## config.mk

```make
export PLATFORM = sky130hd
export DESIGN_NAME = note_duration_tracker
export DESIGN_NICKNAME = d
export VERILOG_FILES = /design/src/rtl/midi_pkg.sv /design/src/rtl/note_duration_tracker_voice_slot.sv /design/src/rtl/note_duration_tracker.sv
export SDC_FILE = /design/constraint.sdc
export NUM_CORES = 1
export LEC_CHECK = 0
export ABC_CLOCK_PERIOD_IN_PS = 3950
export CAP_MARGIN = 10
export CORE_MARGIN = 5
export CORE_UTILIZATION = 30
export CTS_CLUSTER_DIAMETER = 60
export CTS_CLUSTER_SIZE = 28
export DETAILED_ROUTE_END_ITERATION = 8
export GPL_ROUTABILITY_DRIVEN = 1
export GPL_TIMING_DRIVEN = 0
export SLEW_MARGIN = 10
export SYNTH_ARGS = -nofsm -noshare
export SYNTH_HDL_FRONTEND = slang
export SYNTH_SLANG_ARGS = --single-unit
export TNS_END_PERCENT = 1
```

## constraint.sdc

```tcl
create_clock -name clk_camera_in -period 3.95 [get_ports clk_camera_in]
set_input_delay 0.395 -clock clk_camera_in [delete_from_list [all_inputs] [get_ports clk_camera_in]]
set_output_delay 0.395 -clock clk_camera_in [all_outputs]
set_load 0.005 [all_outputs]
```

## src/rtl/midi_pkg.sv

```systemverilog
// +----------------------------------------------------------------------------+
// | midi_pkg : shared MIDI constants, widths and types for note tracking/render |
// | Rev 1.0                                                                     |
// +----------------------------------------------------------------------------+
`default_nettype none

package midi_pkg;

  localparam int DEFAULT_NUM_VOICES = 5;
  localparam int DEFAULT_NOTE_WIDTH = 8;
  localparam int DEFAULT_DUR_WIDTH  = 30;

  localparam logic [3:0] MIDI_NOTE_ON  = 4'h9;
  localparam logic [3:0] MIDI_NOTE_OFF = 4'h8;

  typedef enum logic [1:0] {
    MSG_NONE = 2'd0,
    MSG_ON   = 2'd1,
    MSG_OFF  = 2'd2
  } msg_kind_e;

  typedef struct packed {
    logic                          active;
    logic [DEFAULT_NOTE_WIDTH-1:0] note;
    logic [DEFAULT_DUR_WIDTH-1:0]  count;
  } voice_slot_t;

  typedef struct packed {
    logic [DEFAULT_NOTE_WIDTH-1:0] note;
    logic [DEFAULT_DUR_WIDTH-1:0]  duration;
  } history_entry_t;

  // A note-on carrying zero velocity is the running-status form of note-off.
  function automatic msg_kind_e classify_msg(
    input logic       valid,
    input logic [3:0] status,
    input logic [6:0] velocity
  );
    if (valid) begin
      if (status == MIDI_NOTE_ON && velocity != 7'd0) return MSG_ON;
      if (status == MIDI_NOTE_OFF || status == MIDI_NOTE_ON) return MSG_OFF;
    end
    return MSG_NONE;
  endfunction

endpackage

`default_nettype wire

```

## src/rtl/note_duration_tracker_voice_slot.sv

```systemverilog
// +----------------------------------------------------------------------------+
// | voice_slot : one held-note slot with a saturating cycle counter            |
// | Rev 1.0                                                                    |
// +----------------------------------------------------------------------------+
`default_nettype none

module voice_slot
  import midi_pkg::*;
#(
  parameter int NOTE_WIDTH = DEFAULT_NOTE_WIDTH,
  parameter int DUR_WIDTH  = DEFAULT_DUR_WIDTH
) (
  input  logic                  clk_i,
  input  logic                  rst_i,
  input  logic                  alloc_i,
  input  logic                  release_i,
  input  logic                  retrigger_i,
  input  logic [NOTE_WIDTH-1:0] note_i,
  output logic                  match_o,
  output logic                  active_o,
  output logic [NOTE_WIDTH-1:0] note_o,
  output logic [DUR_WIDTH-1:0]  count_o
);

  localparam logic [DUR_WIDTH-1:0] c_dur_one = DUR_WIDTH'(1);

  logic                  active_q, active_d;
  logic [NOTE_WIDTH-1:0] note_q, note_d;
  logic [DUR_WIDTH-1:0]  count_q, count_d;

  always_comb begin
    active_d = active_q;
    note_d   = note_q;
    count_d  = count_q;
    if (release_i) begin
      active_d = 1'b0;
      count_d  = '0;
    end else if (alloc_i) begin
      active_d = 1'b1;
      note_d   = note_i;
      count_d  = '0;
    end else if (retrigger_i) begin
      count_d  = '0;
    end else if (active_q && (count_q != '1)) begin
      count_d  = count_q + c_dur_one;
    end
  end

  always_ff @(posedge clk_i) begin
    if (rst_i) begin
      active_q <= 1'b0;
      note_q   <= '0;
      count_q  <= '0;
    end else begin
      active_q <= active_d;
      note_q   <= note_d;
      count_q  <= count_d;
    end
  end

  assign match_o  = active_q && (note_q == note_i);
  assign active_o = active_q;
  assign note_o   = note_q;
  assign count_o  = count_q;

endmodule

`default_nettype wire

```

## src/rtl/note_duration_tracker.sv

```systemverilog
// +----------------------------------------------------------------------------+
// | note_duration_tracker : times held MIDI notes, keeps last completed notes |
// | Rev 1.0                                                                    |
// +----------------------------------------------------------------------------+
`default_nettype none

module note_duration_tracker
  import midi_pkg::*;
#(
  parameter int NUM_VOICES = DEFAULT_NUM_VOICES,
  parameter int NOTE_WIDTH = DEFAULT_NOTE_WIDTH,
  parameter int DUR_WIDTH  = DEFAULT_DUR_WIDTH
) (
  input  logic                                  clk_camera_in,
  input  logic                                  rst_in,
  input  logic                                  midi_valid_in,
  input  logic [3:0]                            midi_status_in,
  input  logic [NOTE_WIDTH-1:0]                 midi_note_in,
  input  logic [6:0]                            midi_velocity_in,
  output logic [NUM_VOICES-1:0][NOTE_WIDTH-1:0] notes_out,
  output logic [NUM_VOICES-1:0][DUR_WIDTH-1:0]  durations_out,
  output logic [NUM_VOICES-1:0]                 active_mask_out,
  output logic                                  notes_valid_out,
  output logic                                  overflow_out
);

  localparam logic [DUR_WIDTH-1:0] c_dur_one = DUR_WIDTH'(1);

  msg_kind_e                            w_kind;
  logic                                 w_is_on, w_is_off;
  logic [NUM_VOICES-1:0]                w_match, w_active, w_free_onehot;
  logic [NUM_VOICES-1:0]                w_alloc, w_release, w_retrig;
  logic [NUM_VOICES-1:0][NOTE_WIDTH-1:0] w_slot_note;
  logic [NUM_VOICES-1:0][DUR_WIDTH-1:0]  w_slot_count;
  logic                                 w_any_match, w_any_free;
  logic                                 w_push, w_overflow;
  logic [NOTE_WIDTH-1:0]                w_sel_note;
  logic [DUR_WIDTH-1:0]                 w_sel_count, w_sel_dur;

  logic [NUM_VOICES-1:0][NOTE_WIDTH-1:0] hist_note_q, hist_note_d;
  logic [NUM_VOICES-1:0][DUR_WIDTH-1:0]  hist_dur_q, hist_dur_d;
  logic                                 valid_q, overflow_q;

  assign w_kind   = classify_msg(midi_valid_in, midi_status_in, midi_velocity_in);
  assign w_is_on  = (w_kind == MSG_ON);
  assign w_is_off = (w_kind == MSG_OFF);

  always_comb begin
    w_free_onehot = '0;
    for (int i = NUM_VOICES - 1; i >= 0; i--) begin
      if (!w_active[i]) begin
        w_free_onehot    = '0;
        w_free_onehot[i] = 1'b1;
      end
    end
  end

  assign w_any_match = |w_match;
  assign w_any_free  = |w_free_onehot;

  assign w_retrig   = w_is_on ? w_match : '0;
  assign w_alloc    = (w_is_on && !w_any_match) ? w_free_onehot : '0;
  assign w_release  = w_is_off ? w_match : '0;
  assign w_overflow = w_is_on && !w_any_match && !w_any_free;
  assign w_push     = w_is_off && w_any_match;

  generate
    for (genvar g = 0; g < NUM_VOICES; g++) begin : g_voice
      voice_slot #(
        .NOTE_WIDTH (NOTE_WIDTH),
        .DUR_WIDTH  (DUR_WIDTH)
      ) u_slot (
        .clk_i       (clk_camera_in),
        .rst_i       (rst_in),
        .alloc_i     (w_alloc[g]),
        .release_i   (w_release[g]),
        .retrigger_i (w_retrig[g]),
        .note_i      (midi_note_in),
        .match_o     (w_match[g]),
        .active_o    (w_active[g]),
        .note_o      (w_slot_note[g]),
        .count_o     (w_slot_count[g])
      );
    end
  endgenerate

  // Match is one-hot (no duplicate held notes), so an OR-mux suffices.
  always_comb begin
    w_sel_note  = '0;
    w_sel_count = '0;
    for (int i = 0; i < NUM_VOICES; i++) begin
      w_sel_note  = w_sel_note  | (w_slot_note[i]  & {NOTE_WIDTH{w_match[i]}});
      w_sel_count = w_sel_count | (w_slot_count[i] & {DUR_WIDTH{w_match[i]}});
    end
  end

  // The counter lags the release edge by one, so the edge itself is added here.
  assign w_sel_dur = (w_sel_count == '1) ? w_sel_count : (w_sel_count + c_dur_one);

  always_comb begin
    hist_note_d = hist_note_q;
    hist_dur_d  = hist_dur_q;
    if (w_push) begin
      for (int i = NUM_VOICES - 1; i >= 1; i--) begin
        hist_note_d[i] = hist_note_q[i-1];
        hist_dur_d[i]  = hist_dur_q[i-1];
      end
      hist_note_d[0] = w_sel_note;
      hist_dur_d[0]  = w_sel_dur;
    end
  end

  always_ff @(posedge clk_camera_in) begin
    if (rst_in) begin
      hist_note_q <= '0;
      hist_dur_q  <= '0;
      valid_q     <= 1'b0;
      overflow_q  <= 1'b0;
    end else begin
      hist_note_q <= hist_note_d;
      hist_dur_q  <= hist_dur_d;
      valid_q     <= w_push;
      overflow_q  <= w_overflow;
    end
  end

  assign notes_out       = hist_note_q;
  assign durations_out   = hist_dur_q;
  assign active_mask_out = w_active;
  assign notes_valid_out = valid_q;
  assign overflow_out    = overflow_q;

endmodule

`default_nettype wire

```

==> results.txt <==
CP delay by family, top = simple AND/OR/NAND/NOR gates
maximum clock path buffer count = 3
GR Layer Usage met3 = 3.632%
Slew @ Worst Pin = 1.053 ns
Most common cell on crit path = buf_6
startpoint types = primary input
Leak = 7.210 nW
Setup WS post-layout = 0.003497 ns
synthesized instance count = 2,149
vias in the first global route = 16,172
most frequent cells in the layout = nand2_1 (424), dfxtp_1 (386), nor2_1 (230), clkdlybuf4s50_1 (214), a21oi_1 (187)
Core Util, Final = 38.23%
layout cells sized above 1 = 8.179%
Inst Count DP = 3,129
Worst Path Required = 4.40 ns
largest area contributor in the netlist = dfxtp_1
share of the synthesized area in the top cell type = 43.96%
drt first pass iters = 9
critical path arrival = 4.40 ns
Buf/Inv on CP = 5
Crit Path Category = primary input to flip-flop
Ys Warns = 0
multiplexer share of the synthesized area = 1.931%
syn avg cell area = 8.202 sq um
xor and xnor area share after synthesis = 8.249%
largest family of logic cells by synthesized area = simple AND/OR/NAND/NOR gates
GRT Util Overall = 19.46%
Synth Area in Adders = 0.4969%
post-synthesis compound-gate area fraction = 14.11%
die width = 252.4 um
Final Setup Violations = 0
Fill cells = 5,915
slowest CP cell = clkdlybuf4s50_1
Area contributors post-synth = dfxtp_1 (44%), nand2_1 (9.0%), a21oi_1 (5.3%), nor2_1 (4.9%), xnor2_1 (4.3%)
grt met2 use = 33.79%
dpl ws = -1.406 ns
wire length per cell = 20.25 um
clock-pin slew on the worst setup and hold paths = 0.08 ns
PortBufs = 214
Die H = 252.4 um
first-pass GRT wire length = 98,240 um
Detail Route Antenna Nets = 0
CTS Root Cell = clkbuf_16
worst min-delay path class = primary input to flip-flop
Distinct cells, synth = 79
row count = 88
Ports = 219
htree depth = 2
Clock Skew = 0.03736 ns
Max Cap Violations = 0
Max IR drop VDD = 0.2597 mV
Slew headroom = 29.80%
clk_lat worst skew = 0.59 ns
synthesis-to-finish area growth = 25.62%
fin crit share = 99.91%
DRC Markers = 0
Top FF cell, synth = dfxtp_1
Max Freq = 253.4 MHz
PD cells = 347.4 mW/mm^2
M1 GR Usage = 24.53%
CP peak stage delay = 0.51 ns
register area share after synthesis = 43.96%
Synth async-reset ratio = 0%
Clock Sink Count = 387
DR vias = 16,939
Post-synth EDFFs = 0
antenna violations before repair = 0
Post-DP Area = 0.02074 sq mm
Yosys reg bits = 387
aggregate global routing overflow = 0
most used routing layer = met2
largest net degree at the start of global routing = 24
Initial DRC Count = 1,385
hold_buf cts = 0
Post-Syn Area = 0.01763 sq mm
final WL = 64,770 um
Final Net Count = 2,435
design area = 0.02214 sq mm
Core ar. = 0.05792 sq mm
total CTS buffers = 35
post-layout min period = 3.947 ns
status = finished, final reports clean
Final Hold Vio Count = 0
via/cell ratio = 5.297
Post-Synth Simple-Gate Area = 26.54%
Initial Util = 30.43%
dpl hpwl = 51,180 um
ANT cells = 0
RePlAce Congestion = 0.9775
Die ar. = 0.06370 sq mm
crit-path cells = clkdlybuf4s50_1 > buf_6 > nor2b_1 > a2111o_1 > nor4_4 > buf_6 > buf_6 > a32oi_1 > and3_1 > or2_4 > nor4_4 > nand4_2 > clkbuf_4 > and3_1 > a311o_1
CP endpoint kind = flip-flop
CTS tree = built
commonest non-fill, non-tap cell in the layout = nand2_1
RSZ-0062 raised after global routing = yes
Post-Layout Cell Count = 3,198
hold slack = 0.1049 ns
CP Max Fanout = 10
syn_nets = 2,178
Slew Viols, Final = 0
==> power breakdown <==
part | switching, mW | internal (mW) | leakage [nW] | total [mW]
logic | 0.141 | 0.0544 | 3.52 | 0.196
clock network | 1.75 | 1.84 | 0.571 | 3.60
registers | 0.00198 | 3.90 | 3.12 | 3.90
total | 1.89 | 5.80 | 7.21 | 7.69
==> cells by family (layout without fill, tap and decap cells) <==
| logic type | after synthesis | in the layout |
|---|---|---|
| multiplexers | 34 | 34 |
| XOR/XNOR | 166 | 166 |
| buffers and inverters | 180 | 464 |
| AO/OA/AOI/OAI | 368 | 368 |
| AND/OR/NAND/NOR | 1007 | 1007 |
| flip-flops | 387 | 387 |
| adder cells (fa/ha/maj) | 7 | 7 |
==> through the flow <==
step,power [mW],TNS [ns]
4_1_cts,7.781,-1.356
3_3_place_gp,4.179,-382.87
2_1_floorplan,4.103,0
5_1_grt,7.952,-0.5284
6_report,7.692,0
3_5_place_dp,4.185,-337.97
==> worst paths after layout <==
kind,start,end,slack [ns],depth (start not counted)
hold / removal,midi_note_in[7],g_voice[1].u_slot.note_o[7],0.10,3
setup reg to reg,g_voice[1].u_slot.note_o[4],durations_out[22],0.05,13
setup / recovery,midi_note_in[4],durations_out[22],0.003,15
hold reg to reg,durations_out[139],durations_out[139],0.46,2
==> worst register-to-register path, delay by kind of cell, from the launching register on <==
kind                   cells  cell delay [ns]
buffers and inverters      3             0.65
flip-flops                 1             0.36
AND/OR/NAND/NOR            7             1.98
AO/OA/AOI/OAI              3             0.79
==> registers in the layout, summed over array words and instances (netlist names) <==
name	count
g_voice.u_slot.active_o	5
notes_out	40
overflow_out	1
notes_valid_out	1
durations_out	150
g_voice.u_slot.count_o	150
g_voice.u_slot.note_o	40
==> area by class of cell <==
cell class	count	area (sq um)	share of cell area, %
Timing Repair Buffer	223	2207	9.968
Inverter	36	135.1	0.6103
Tap cell	765	957.2	4.323
Sequential cell	387	7749	35.00
Buffer	141	716.9	3.238
Clock inverter	25	307.8	1.390
Clock buffer	39	912.1	4.120
Multi-Input combinational cell	1582	9156	41.35
==> cells in the mapped netlist, types with 13 or more instances <==
cell / number
nand2_1: 424
xor2_1: 80
and3_1: 45
mux2i_1: 34
and4_1: 20
a22oi_1: 17
nor2_1: 231
and2_1: 16
nand4_1: 42
dfxtp_1: 387
buf_2: 48
a311o_1: 13
or3_1: 14
nand3_1: 119
o21ai_0: 27
a32oi_1: 22
xnor2_1: 86
nor3_1: 37
nor4_1: 18
inv_1: 35
a21oi_1: 187
clkbuf_1: 76
==> repair_timing <==
item | CTS | global route
gates cloned | 0 | 0
buffers inserted | 7 | 1
endpoints found under the setup margin | 336 | 104
resized for setup | 24 | 21
pin swaps | 6 | 7
==> routing by layer <==
layer	share of wire, %	vias up
met5	0	-
met4	3.6	0
met3	7.6	128
met2	47	647
met1	41	8147
li1	-	8017
Note: power is estimated with default switching activity, not from simulation.
==> RTL change (same flow settings) <==
The package constant `DEFAULT_NOTE_WIDTH` goes from 8 to 10.
--- a/src/rtl/midi_pkg.sv
+++ b/src/rtl/midi_pkg.sv
@@ -7,7 +7,7 @@
 package midi_pkg;
 
   localparam int DEFAULT_NUM_VOICES = 5;
-  localparam int DEFAULT_NOTE_WIDTH = 8;
+  localparam int DEFAULT_NOTE_WIDTH = 10;
   localparam int DEFAULT_DUR_WIDTH  = 30;
 
   localparam logic [3:0] MIDI_NOTE_ON  = 4'h9;
Interface: changed (resized midi_note_in and notes_out); port bits go from 219 to 231. No check against the original RTL was run, so the function may have changed too.
==> RTL change against the unedited design <==
  * Sequential cell count increased by 20
  * Worst setup slack improved by 0.11 ns
  * Design area increased by 4.0%
  * Critical endpoint is now durations_out[15]
  * Synthesized cell count grew 4.2%
  * Power grew 6.0%
  * Sequential power is 5.1% higher
  * Register-to-register slack better by 0.06 ns
  * Highest routed layer unchanged
  * Clock skew increased by 0.0049 ns
  * Count of clock-buffer cells in the layout fell by 3
  * Critical path depth is 4 lower
  * Synthesized area grew 4.2%
  * Non-clock buffer count increased by 9
  * Routed wire length fell by 0.16%
  * Worst hold slack gained 0.030 ns
==> RTL change: results (changes against the unedited design) <==
Placed design
  – Count of input and output buffers: 223 (+4.2%)
  – Number of cells after detailed placement: 3244 (+3.7%)

Setup path
  – Dominant delay contributor by cell family on the critical path: buffers and inverters
  – Master of the slowest instance on the critical path: dfxtp_1
  – Launching point of the worst reg2reg path: g_voice[3].u_slot.active_o
  – Highest cell delay on the worst timing path: 0.72 ns (+0.21 ns)

Run status
  – Run status: finished clean

Yosys
  – Synthesized Nets: 2270 (+4.2%)
  – Number of distinct library cells after synthesis: 69 (-13%)
  – Most frequent cells after synthesis: nand2_1, dfxtp_1, nor2_1

Finish
  – #MultiIn Comb: 1673 (+5.8%)
  – Bufs w/o clock: 373 (+2.5%)
  – Inverters excl. clock: 16 (-56%)
  – Multi-input combinational area share: 0.414 (+0.000804)
  – Seq. cell area: 0.00815 sq mm (+5.2%)
  – Flip-flop and latch count: 407 (+5.2%)

STA
  – Clock Skew: 0.0423 ns (+0.00494 ns)
  – Max-slew headroom: 0.242 (-0.0561)

GRT
  – Global-route wire length before repair: 99800 um (+1.6%)
  – Via count of the first global-routing pass: 16600 (+2.3%)
  – Largest net degree at the start of global routing: 27 (+13%)
  – Global routing usage on met1: 0.239 (-0.00655)
  – Overall track demand over capacity in global routing: 0.188 (-0.00652)
  – Routing usage on met3: 0.0397 (+0.00338)

Detailed routing
  – Avg Vias per Cell: 5.15 (-2.7%)
  – Met3 routed WL: 4170 um (-15%)
  – Detailed route wirelength on metal2: 31000 um (+1.2%)
  – Number of DRC markers in iteration 0: 1349 (-2.6%)

CTS
  – Number of resized instances in the post-cts repair step: 9 (-63%)
  – Post-CTS setup buffer count: 5 (-2)

Power and ir drop
  – Proportion of power drawn by flip-flops and latches: 0.503 (-0.004)
  – Worst-case vdd ir drop: 0.000214 V (-18%)
  – Internal power component: 6.13 mW (+5.8%)

Hold path
  – Hold wc startpoint: midi_note_in[3]
## RTL change: changes by cell type after synthesis, moves of 20 or more
cell,before,now
a22oi_1,17,58
dfxtp_1,387,407
nand2_1,424,477
nor2_1,231,253
## RTL change: path summary, 6_finish.rpt
kind	endpoint	slack, ns	depth (start not counted)
worst max-delay path	durations_out[15]	0.11	11
worst min-delay path	g_voice[1].u_slot.note_o[3]	0.13	3
worst max register to register	durations_out[15]	0.11	11
worst min register to register	durations_out[128]	0.46	2
## RTL change: cell families (layout without fill, tap and decap cells)
| kind of cell | after synthesis | count (layout) | share of synthesized area |
|---|---|---|---|
| and+or+nand+nor | 1086 | 1086 | 0.273 |
| AOI/OAI and AO/OA | 345 | 345 | 0.120 |
| buffers and inverters | 159 | 453 | 0.0428 |
| DFF | 407 | 407 | 0.444 |
| adders and majority gates | 7 | 7 | 0.00477 |
| xor gates and xnor gates | 188 | 188 | 0.0896 |
| muxes | 47 | 47 | 0.0256 |
